==> src/rtl/leitor_cedulas_if.sv <==
// Bundle of the raw note/button inputs and the display-side outputs of leitor_cedulas.
// master drives the raw inputs; slave is the reader block itself.
interface leitor_cedulas_if;
  logic [2:0] chaves;
  logic       botao_inserir;
  logic       botao_cancelar;
  logic [2:0] chaves_cedulas;
  logic       V_sense;
  logic       sinal_cancel;
  logic [2:0] select;
  logic [6:0] valor_reais;
  logic       cedula_valida;

  modport master (
    output chaves, botao_inserir, botao_cancelar,
    input  chaves_cedulas, V_sense, sinal_cancel, select, valor_reais, cedula_valida
  );

  modport slave (
    input  chaves, botao_inserir, botao_cancelar,
    output chaves_cedulas, V_sense, sinal_cancel, select, valor_reais, cedula_valida
  );
endinterface

==> src/rtl/leitor_cedulas.sv <==
// Note reader front end: synchronize and debounce buttons, latch an accepted note code,
// hold it (or a cancel) for a fixed time, and run the free 0..6 digit-scan counter.
module leitor_cedulas #(
  parameter int unsigned DEBOUNCE_CYCLES = 16,
  parameter int unsigned SCAN_DIV        = 4,
  parameter int unsigned HOLD_CYCLES     = 64
) (
  input logic              clk,
  input logic              reset,
  leitor_cedulas_if.slave  bus
);
  localparam int unsigned DbW = $clog2(DEBOUNCE_CYCLES + 1);
  localparam int unsigned HdW = $clog2(HOLD_CYCLES);
  localparam int unsigned PsW = (SCAN_DIV > 1) ? $clog2(SCAN_DIV) : 1;

  typedef enum logic [1:0] {StIdle, StExibe, StCancela} state_e;

  // Button index 0 = insert, 1 = cancel.
  logic [2:0]           chaves_s1_q, chaves_s2_q;
  logic [1:0]           btn_s1_q, btn_s2_q;
  logic [1:0]           deb_q, deb_prev_q;
  logic [1:0][DbW-1:0]  deb_cnt_q;
  logic                 ins_ev, can_ev;

  state_e               state_q, state_d;
  logic [HdW-1:0]       hold_q, hold_d;
  logic [2:0]           code_q, code_d;
  logic [6:0]           valor_q;
  logic                 pulse_q, accept;
  logic                 hold_done;

  logic [PsW-1:0]       presc_q;
  logic [2:0]           select_q;

  function automatic logic [6:0] decode_valor(input logic [2:0] c);
    case (c)
      3'd1:    decode_valor = 7'd1;
      3'd2:    decode_valor = 7'd2;
      3'd3:    decode_valor = 7'd5;
      3'd4:    decode_valor = 7'd10;
      3'd5:    decode_valor = 7'd20;
      3'd6:    decode_valor = 7'd50;
      3'd7:    decode_valor = 7'd100;
      default: decode_valor = 7'd0;
    endcase
  endfunction

  always_ff @(posedge clk) begin
    if (reset) begin
      chaves_s1_q <= '0;
      chaves_s2_q <= '0;
      btn_s1_q    <= '0;
      btn_s2_q    <= '0;
      deb_q       <= '0;
      deb_prev_q  <= '0;
      deb_cnt_q   <= '0;
    end else begin
      chaves_s1_q <= bus.chaves;
      chaves_s2_q <= chaves_s1_q;
      btn_s1_q    <= {bus.botao_cancelar, bus.botao_inserir};
      btn_s2_q    <= btn_s1_q;
      deb_prev_q  <= deb_q;
      for (int i = 0; i < 2; i++) begin
        if (btn_s2_q[i] == deb_q[i]) begin
          deb_cnt_q[i] <= '0;
        end else if (deb_cnt_q[i] == DbW'(DEBOUNCE_CYCLES)) begin
          deb_q[i]     <= ~deb_q[i];
          deb_cnt_q[i] <= '0;
        end else begin
          deb_cnt_q[i] <= deb_cnt_q[i] + DbW'(1);
        end
      end
    end
  end

  assign ins_ev    = deb_q[0] & ~deb_prev_q[0];
  assign can_ev    = deb_q[1] & ~deb_prev_q[1];
  assign hold_done = (hold_q == HdW'(HOLD_CYCLES - 1));

  always_comb begin
    state_d = state_q;
    code_d  = code_q;
    accept  = 1'b0;
    unique case (state_q)
      StIdle: begin
        // Cancel has priority over a simultaneous insert.
        if (can_ev) begin
          state_d = StCancela;
        end else if (ins_ev && (chaves_s2_q != 3'b000)) begin
          state_d = StExibe;
          code_d  = chaves_s2_q;
          accept  = 1'b1;
        end
      end
      StExibe: begin
        if (can_ev) begin
          state_d = StCancela;
          code_d  = 3'b000;
        end else if (hold_done) begin
          state_d = StIdle;
          code_d  = 3'b000;
        end
      end
      StCancela: begin
        if (hold_done) state_d = StIdle;
      end
      default: begin
        state_d = StIdle;
        code_d  = 3'b000;
      end
    endcase
    hold_d = ((state_d != state_q) || (state_q == StIdle)) ? '0 : hold_q + HdW'(1);
  end

  always_ff @(posedge clk) begin
    if (reset) begin
      state_q <= StIdle;
      hold_q  <= '0;
      code_q  <= '0;
      valor_q <= '0;
      pulse_q <= 1'b0;
    end else begin
      state_q <= state_d;
      hold_q  <= hold_d;
      code_q  <= code_d;
      valor_q <= decode_valor(code_d);
      pulse_q <= accept;
    end
  end

  always_ff @(posedge clk) begin
    if (reset) begin
      presc_q  <= '0;
      select_q <= '0;
    end else if (presc_q == PsW'(SCAN_DIV - 1)) begin
      presc_q  <= '0;
      select_q <= (select_q == 3'd6) ? 3'd0 : select_q + 3'd1;
    end else begin
      presc_q  <= presc_q + PsW'(1);
    end
  end

  assign bus.chaves_cedulas = code_q;
  assign bus.valor_reais    = valor_q;
  assign bus.cedula_valida  = pulse_q;
  assign bus.V_sense        = (state_q != StExibe);
  assign bus.sinal_cancel   = (state_q == StCancela);
  assign bus.select         = select_q;
endmodule

==> src/flat_wrapper.sv <==
// flat-port wrapper written by rule: the top's interface ports become plain ports
module leitor_cedulas_flat 
#(
  parameter int unsigned DEBOUNCE_CYCLES = 16,
  parameter int unsigned SCAN_DIV        = 4,
  parameter int unsigned HOLD_CYCLES     = 64
)
  (clk, reset, bus_chaves, bus_botao_inserir, bus_botao_cancelar, bus_chaves_cedulas, bus_V_sense, bus_sinal_cancel, bus_select, bus_valor_reais, bus_cedula_valida);
  leitor_cedulas_if bus_i ();
  input logic clk;
  input logic reset;
  input wire logic [$bits(bus_i.chaves)-1:0] bus_chaves;
  input wire logic [$bits(bus_i.botao_inserir)-1:0] bus_botao_inserir;
  input wire logic [$bits(bus_i.botao_cancelar)-1:0] bus_botao_cancelar;
  output wire logic [$bits(bus_i.chaves_cedulas)-1:0] bus_chaves_cedulas;
  output wire logic [$bits(bus_i.V_sense)-1:0] bus_V_sense;
  output wire logic [$bits(bus_i.sinal_cancel)-1:0] bus_sinal_cancel;
  output wire logic [$bits(bus_i.select)-1:0] bus_select;
  output wire logic [$bits(bus_i.valor_reais)-1:0] bus_valor_reais;
  output wire logic [$bits(bus_i.cedula_valida)-1:0] bus_cedula_valida;
  assign bus_i.chaves = bus_chaves;
  assign bus_i.botao_inserir = bus_botao_inserir;
  assign bus_i.botao_cancelar = bus_botao_cancelar;
  assign bus_chaves_cedulas = bus_i.chaves_cedulas;
  assign bus_V_sense = bus_i.V_sense;
  assign bus_sinal_cancel = bus_i.sinal_cancel;
  assign bus_select = bus_i.select;
  assign bus_valor_reais = bus_i.valor_reais;
  assign bus_cedula_valida = bus_i.cedula_valida;
  leitor_cedulas #(.DEBOUNCE_CYCLES(DEBOUNCE_CYCLES), .SCAN_DIV(SCAN_DIV), .HOLD_CYCLES(HOLD_CYCLES)) u_core (.clk(clk), .reset(reset), .bus(bus_i));
endmodule
==> config.mk <==
export PLATFORM = sky130hd
export DESIGN_NAME = leitor_cedulas_flat
export DESIGN_NICKNAME = d
export VERILOG_FILES = /design/src/rtl/leitor_cedulas_if.sv /design/src/rtl/leitor_cedulas.sv /design/src/flat_wrapper.sv
export SDC_FILE = /design/constraint.sdc
export NUM_CORES = 1
export LEC_CHECK = 0
export BUFFER_PORTS_ARGS = -buffer_cell sky130_fd_sc_hd__buf_2
export CORE_AREA = 2 2 62 58
export DETAILED_ROUTE_END_ITERATION = 12
export DIE_AREA = 0 0 64 60
export GPL_TIMING_DRIVEN = 0
export MAX_ROUTING_LAYER = met4
export PLACE_DENSITY = 0.88
export SYNTH_ARGS = -nofsm -noshare
export SYNTH_HDL_FRONTEND = slang
export SYNTH_SLANG_ARGS = --single-unit
==> constraint.sdc <==
create_clock -name clk -period 3.8 [get_ports clk]
set_input_delay 0.57 -clock clk [delete_from_list [all_inputs] [get_ports clk]]
set_output_delay 0.57 -clock clk [all_outputs]
set_load 0.02 [all_outputs]
# Word-level counts from Yosys, hierarchy flattened

Cells that the tools add are included.

Reduce and logical (&&, ||, !) cells: 11
Equal/unequal tests: 18
$add $sub $neg: 5
Bitwise logic cells: 9
Multiplexer cells: 13

Operators by type and width:

| kind                                                             | count |
|---|---|
| 7-bit one-hot mux with 7 select lines                            | 1 |
| 3-bit == test (second input constant)                            | 5 |
| 3-bit 2-to-1 mux                                                 | 5 |
| 5-bit by 1-bit adder with 5-bit output (second input constant)   | 2 |
| 5-bit == test (second input constant)                            | 2 |
| 3-bit one-hot mux with 3 select lines                            | 1 |
| 3-bit OR reduction                                               | 3 |
| 2-bit 2-to-1 mux                                                 | 4 |
| 1-bit NOT                                                        | 7 |
| 6-bit by 1-bit adder with 6-bit output (second input constant)   | 1 |
| 3-bit by 2-bit == test with 1-bit output (second input constant) | 2 |
| 6-bit == test (second input constant)                            | 1 |
| 2-bit one-hot mux with 3 select lines                            | 1 |
| 2-bit == test (second input constant)                            | 2 |
| 2-bit AND reduction                                              | 2 |
| 2-bit OR reduction                                               | 2 |
| 3-bit by 1-bit adder with 3-bit output (second input constant)   | 1 |
| 3-bit by 1-bit == test with 1-bit output (second input constant) | 1 |
| 3-bit nonzero test                                               | 1 |
| 2-bit by 1-bit adder with 2-bit output (second input constant)   | 1 |
| 1-bit AND                                                        | 2 |
| 1-bit == test                                                    | 2 |
| 2-bit by 1-bit == test with 1-bit output (second input constant) | 1 |
| 2-bit logical NOT                                                | 1 |
| other kinds (5)                                                  | 5 |

Bits in registers: 48
Input port bits: 7
Logic and storage cells: 72

# Logic depth before layout (Yosys ltp)

Word-level depth: 9
Mapped depth: 6
Depth with buffers taken out: 6

# Worst setup path after synthesis

Ideal clock, no wire load.

Kind: reg-to-reg
Start point: register u_core.hold_q[0]
End point: register u_core.valor_q[1] (netlist: u_core.bus.valor_reais[1])
Arrival: 1499 ps
Path slack: 2197 ps
Setup time: 103 ps
Stages on the path, launching flop included: 7
Buffers on the path: 0
Path through: dfxtp_1 -> ha_1 -> nand2_1 -> o2111ai_1 -> a21boi_0 -> nor2_2 -> a2111oi_2

Longest elaborated chain between the ends: 6

RTL lines:

| item                                        | RTL line              | text |
|---|---|---|
| start: declaration                          | leitor_cedulas.sv:26  | `logic [HdW-1:0] hold_q, hold_d;` |
| start signal: assignment                    | leitor_cedulas.sv:124 | `hold_q <= hold_d;` |
| 6-bit == test *                             | leitor_cedulas.sv:78  | `assign hold_done = (hold_q == HdW'(HOLD_CYCLES - 1));` |
| 3-bit 2-to-1 mux *                          | leitor_cedulas.sv:99  | `end else if (hold_done) begin` |
| 3-bit 2-to-1 mux *                          | leitor_cedulas.sv:96  | `if (can_ev) begin` |
| 3-bit one-hot mux with 3 select lines *     | leitor_cedulas.sv:84  | `unique case (state_q)` |
| 3-bit == test, or another cell as far along | leitor_cedulas.sv:36  | `case (c)` |
| 7-bit one-hot mux with 7 select lines *     | leitor_cedulas.sv:36  |  |
| end signal: assignment                      | leitor_cedulas.sv:126 | `valor_q <= decode_valor(code_d);` |
| end: declaration                            | leitor_cedulas.sv:28  | `logic [6:0] valor_q;` |

Mark *: on every way between the ends. The rest lies on a longest branch, timed or not.
A chain may end at the register's enable or synchronous reset.

# Final worst setup path

Start point: register u_core.state_q[0]
End point: output port bus_sinal_cancel

Longest elaborated chain between the ends: 1

RTL lines:

| item                     | RTL line              | text |
|---|---|---|
| start: declaration       | leitor_cedulas.sv:25  | `state_e state_q, state_d;` |
| start signal: assignment | leitor_cedulas.sv:117 | `state_q <= StIdle;` |
| start signal: assignment | leitor_cedulas.sv:123 | `state_q <= state_d;` |
| 2-bit == test            | leitor_cedulas.sv:147 | `assign bus.sinal_cancel = (state_q == StCancela);` |
| end: declaration         | flat_wrapper.sv:17    | `output wire logic [$bits(bus_i.sinal_cancel)-1:0] bus_sinal_cancel;` |

Every way passes these cells.

==> summary.txt <==
Status
  • Status: completed

Critical path
  • Crit path DAT: 1.30 ns
  • Req. time, crit path: 3.23 ns
  • Worst path cell trace: nand2b_1 > inv_1 > buf_2
  • Max stage delay on crit path: 0.46 ns
  • Crit end category: output port
  • Reg2reg start: u_core.hold_q[0]
  • Crit Path Max Fanout: 8
  • R2R setup slack: 1.96 ns
  • R2R cell count: 6
  • Buf/Inv on CP: 2
  • Worst Setup Path Type: reg2out
  • CP max stage cell: dfxtp_1
  • R2R Path End: u_core.bus.valor_reais[4]
  • CP delay by family, top: flip-flops
  • Crit path launch type: register

Min path
  • Worst Hold End: u_core.btn_s1_q[0]
  • Hold crit path type: in2reg
  • Min-delay src: bus_botao_inserir
  • WHS Path Cells: 2

Clock network
  • Worst-skew pair later-pin latency: 0.36 ns
  • Setup repair bufs after CTS: 0
  • CTS tree: done
  • Clk buf depth: 2
  • Root Buffer: clkbuf_4
  • CTS resizes: 0
  • Hold buffers post-CTS: 0
  • TritonCTS Sinks: 48
  • Num CTS Buffers: 5
  • H-tree levels: 2
  • CTS clock-pin slew for the worst setup and hold paths: 0.12 ns

Synthesis
  • Number of flops mapped to enable cells by yosys: 0
  • Post-synthesis async set-or-reset flop share: 0%
  • Mean area per synthesized cell: 9.66 µm²
  • Cell variety after synth: 40
  • Most used DFF post-synth: dfxtp_1
  • Syn Inst Count: 191
  • YS warnings: 0
  • Number of synthesized register bits: 48
  • Post-Syn Nets: 204
  • Register area share after synthesis: 52.1%
  • Post-Syn Area: 1850 µm²

Global routing
  • GRT Overall Usage: 19.1%
  • First-pass GRT wire length: 5260 µm
  • Grt ovf: 0
  • Largest net degree at the start of global routing: 14
  • Vias in the first global route: 1,217
  • Initial antenna violation count: 0

Routing
  • Vias: 1,349
  • DR WL/cell: 11.4 µm
  • Post-DRT Antenna Nets: 0
  • Vias/cell: 5.11
  • DRT Pass-1 Iters: 4
  • DRC: 0
  • Post-Route WL: 3020 µm
  • DRT iter0 DRCs: 51

Timing
  • Final period util: 49.3%
  • Min Hold Slack: 0.414 ns
  • Slew @ Worst Pin: 0.552 ns
  • RSZ-0062 raised after global routing: false
  • Post-layout min period: 1.87 ns
  • Final hold violation count: 0
  • Max Clock Skew: 0.00831 ns
  • Fmax: 0.534 GHz
  • Setup TNS Final: 0 ns
  • Count of final setup violators: 0
  • Slew Viols, Final: 0
  • Slew headroom: 63.2%

Final layout
  • Fill count: 270
  • Final nets: 233
  • Final Util: 63.7%
  • Share of layout cells above drive strength 1: 16.8%
  • Antenna Cells: 0
  • Area Overhead vs Synth: 11.5%

Flow run
  • MaxCap Viol Count: 0

Floorplan
  • Die Wd: 64 µm
  • Starting Density: 57.2%
  • Core Area: 3230 µm²
  • Die extent in y: 60 µm
  • Rows: 20
  • DIE AREA: 3840 µm²
  • Io pins: 23

Place
  • GPL Wtd Cong: 0.766
  • I/O Buffers: 22
  • Final HPWL from detailed placement: 2180 µm

Pwr
  • Leakage: 0.817 nW
  • PwrDens: 367 nW/µm²
  • Peak supply drop: 0.297 mV
==> cell usage after synthesis (2+ instances only) <==
master / instances / area share, %
nand3_1: 6 / 1.6
and3_1: 2 / 0.68
nor2_1: 30 / 6.1
ha_1: 6 / 4.1
o211ai_1: 3 / 1.2
clkbuf_1: 2 / 0.41
nor2b_1: 13 / 4.4
dfxtp_1: 48 / 52
nand2b_1: 2 / 0.68
xor2_1: 5 / 2.4
nor2_2: 2 / 0.68
nor3_1: 5 / 1.4
inv_1: 12 / 2.4
a21oi_1: 5 / 1.4
xnor2_1: 7 / 3.3
mux2i_1: 3 / 1.6
nand2_1: 13 / 2.6
or3_1: 2 / 0.68
a211oi_1: 2 / 0.81
nor3b_1: 2 / 0.81
o21ai_0: 2 / 0.54
==> per-layer routing <==
metal  track usage [%]  up-vias  wire [µm]  part of all wire, %
li1                  -      703          -                    -
met1              22.5      618       1480                   49
met2              29.0       21       1350                   45
met3              5.27        7        119                  3.9
met4              12.1        0         74                  2.4
met5                 -        -          0                    0
==> placed cells by master (no fill, tap or decap), types with 2 or more instances in the layout <==
cell	netlist	final
nand2b_1	2	2
a21oi_1	5	5
dfxtp_1	48	48
xnor2_1	7	7
o21ai_0	2	2
and3_1	2	2
buf_2	0	22
nor2_1	30	30
a211oi_1	2	2
ha_1	6	6
clkbuf_1	2	3
nor3b_1	2	2
inv_1	12	12
or3_1	2	2
mux2i_1	3	3
nand2_1	13	13
o211ai_1	3	3
nor2_2	2	2
nor3_1	5	5
clkbuf_4	0	5
xor2_1	5	5
nor2b_1	13	13
nand3_1	6	6
==> flip-flops by register name, indices dropped and copies added, names as in the netlist, 3 cells and up <==
signal and flops:
u_core.deb_cnt_q 10, u_core.bus.valor_reais 7, u_core.hold_q 6, u_core.bus.chaves_cedulas 3
u_core.bus.select 3, u_core.chaves_s1_q 3, u_core.chaves_s2_q 3
==> how the worst max path moves through the flow <==
stage,startpoint,to,slack [ns],depth (start not counted)
2_1_floorplan,u_core.hold_q[0],u_core.bus.valor_reais[1],2.20,6
3_3_place_gp,u_core.hold_q[0],u_core.bus.valor_reais[1],2.02,6
3_5_place_dp,u_core.hold_q[0],u_core.bus.valor_reais[1],1.99,6
4_1_cts,u_core.state_q[0],bus_sinal_cancel,1.92,3
5_1_grt,u_core.hold_q[0],u_core.bus.valor_reais[1],1.79,6
6_report,u_core.state_q[0],bus_sinal_cancel,1.93,3
==> stage by stage <==
step           power (mW)  setup WS, ns  instances  cell area [µm²]
2_1_floorplan       0.545          2.20        191             1850
3_3_place_gp        0.552          2.02        257             2010
3_5_place_dp        0.553          1.99        257             2010
4_1_cts             0.762          1.92        264             2060
5_1_grt             0.791          1.79        264             2060
6_report            0.755          1.93        264             2060
==> power by group <==
group,switching [mW],internal [mW],leakage [nW]
sequential,0.00548,0.512,0.389
combinational,0.0130,0.0109,0.399
clock,0.145,0.0683,0.0281
==> cells by family (layout without fill, tap and decap cells) <==
family                   after synthesis  count (layout)  synth area share [%]
AO/OA/AOI/OAI                         25              25                  11.0
multiplexers                           3               3                  1.63
XOR/XNOR                              12              12                  5.69
AND/OR/NAND/NOR                       83              83                  22.7
adder cells (fa/ha/maj)                6               6                  4.07
buffers and inverters                 14              43                  2.85
flip-flops                            48              48                  52.1
==> final cells by class <==
type                    instances  area [µm²]  area share [%]
plain buffers                   2        7.51           0.365
clock buffers                   6        41.3            2.01
clock inverters                 1        5.00           0.243
inverters                      12        45.0            2.19
multi-input cells             129         832            40.5
flip-flops and latches         48         961            46.7
well taps                      44        55.1            2.68
repair buffers                 22         110            5.35
Power figures use the tool's default switching activity.
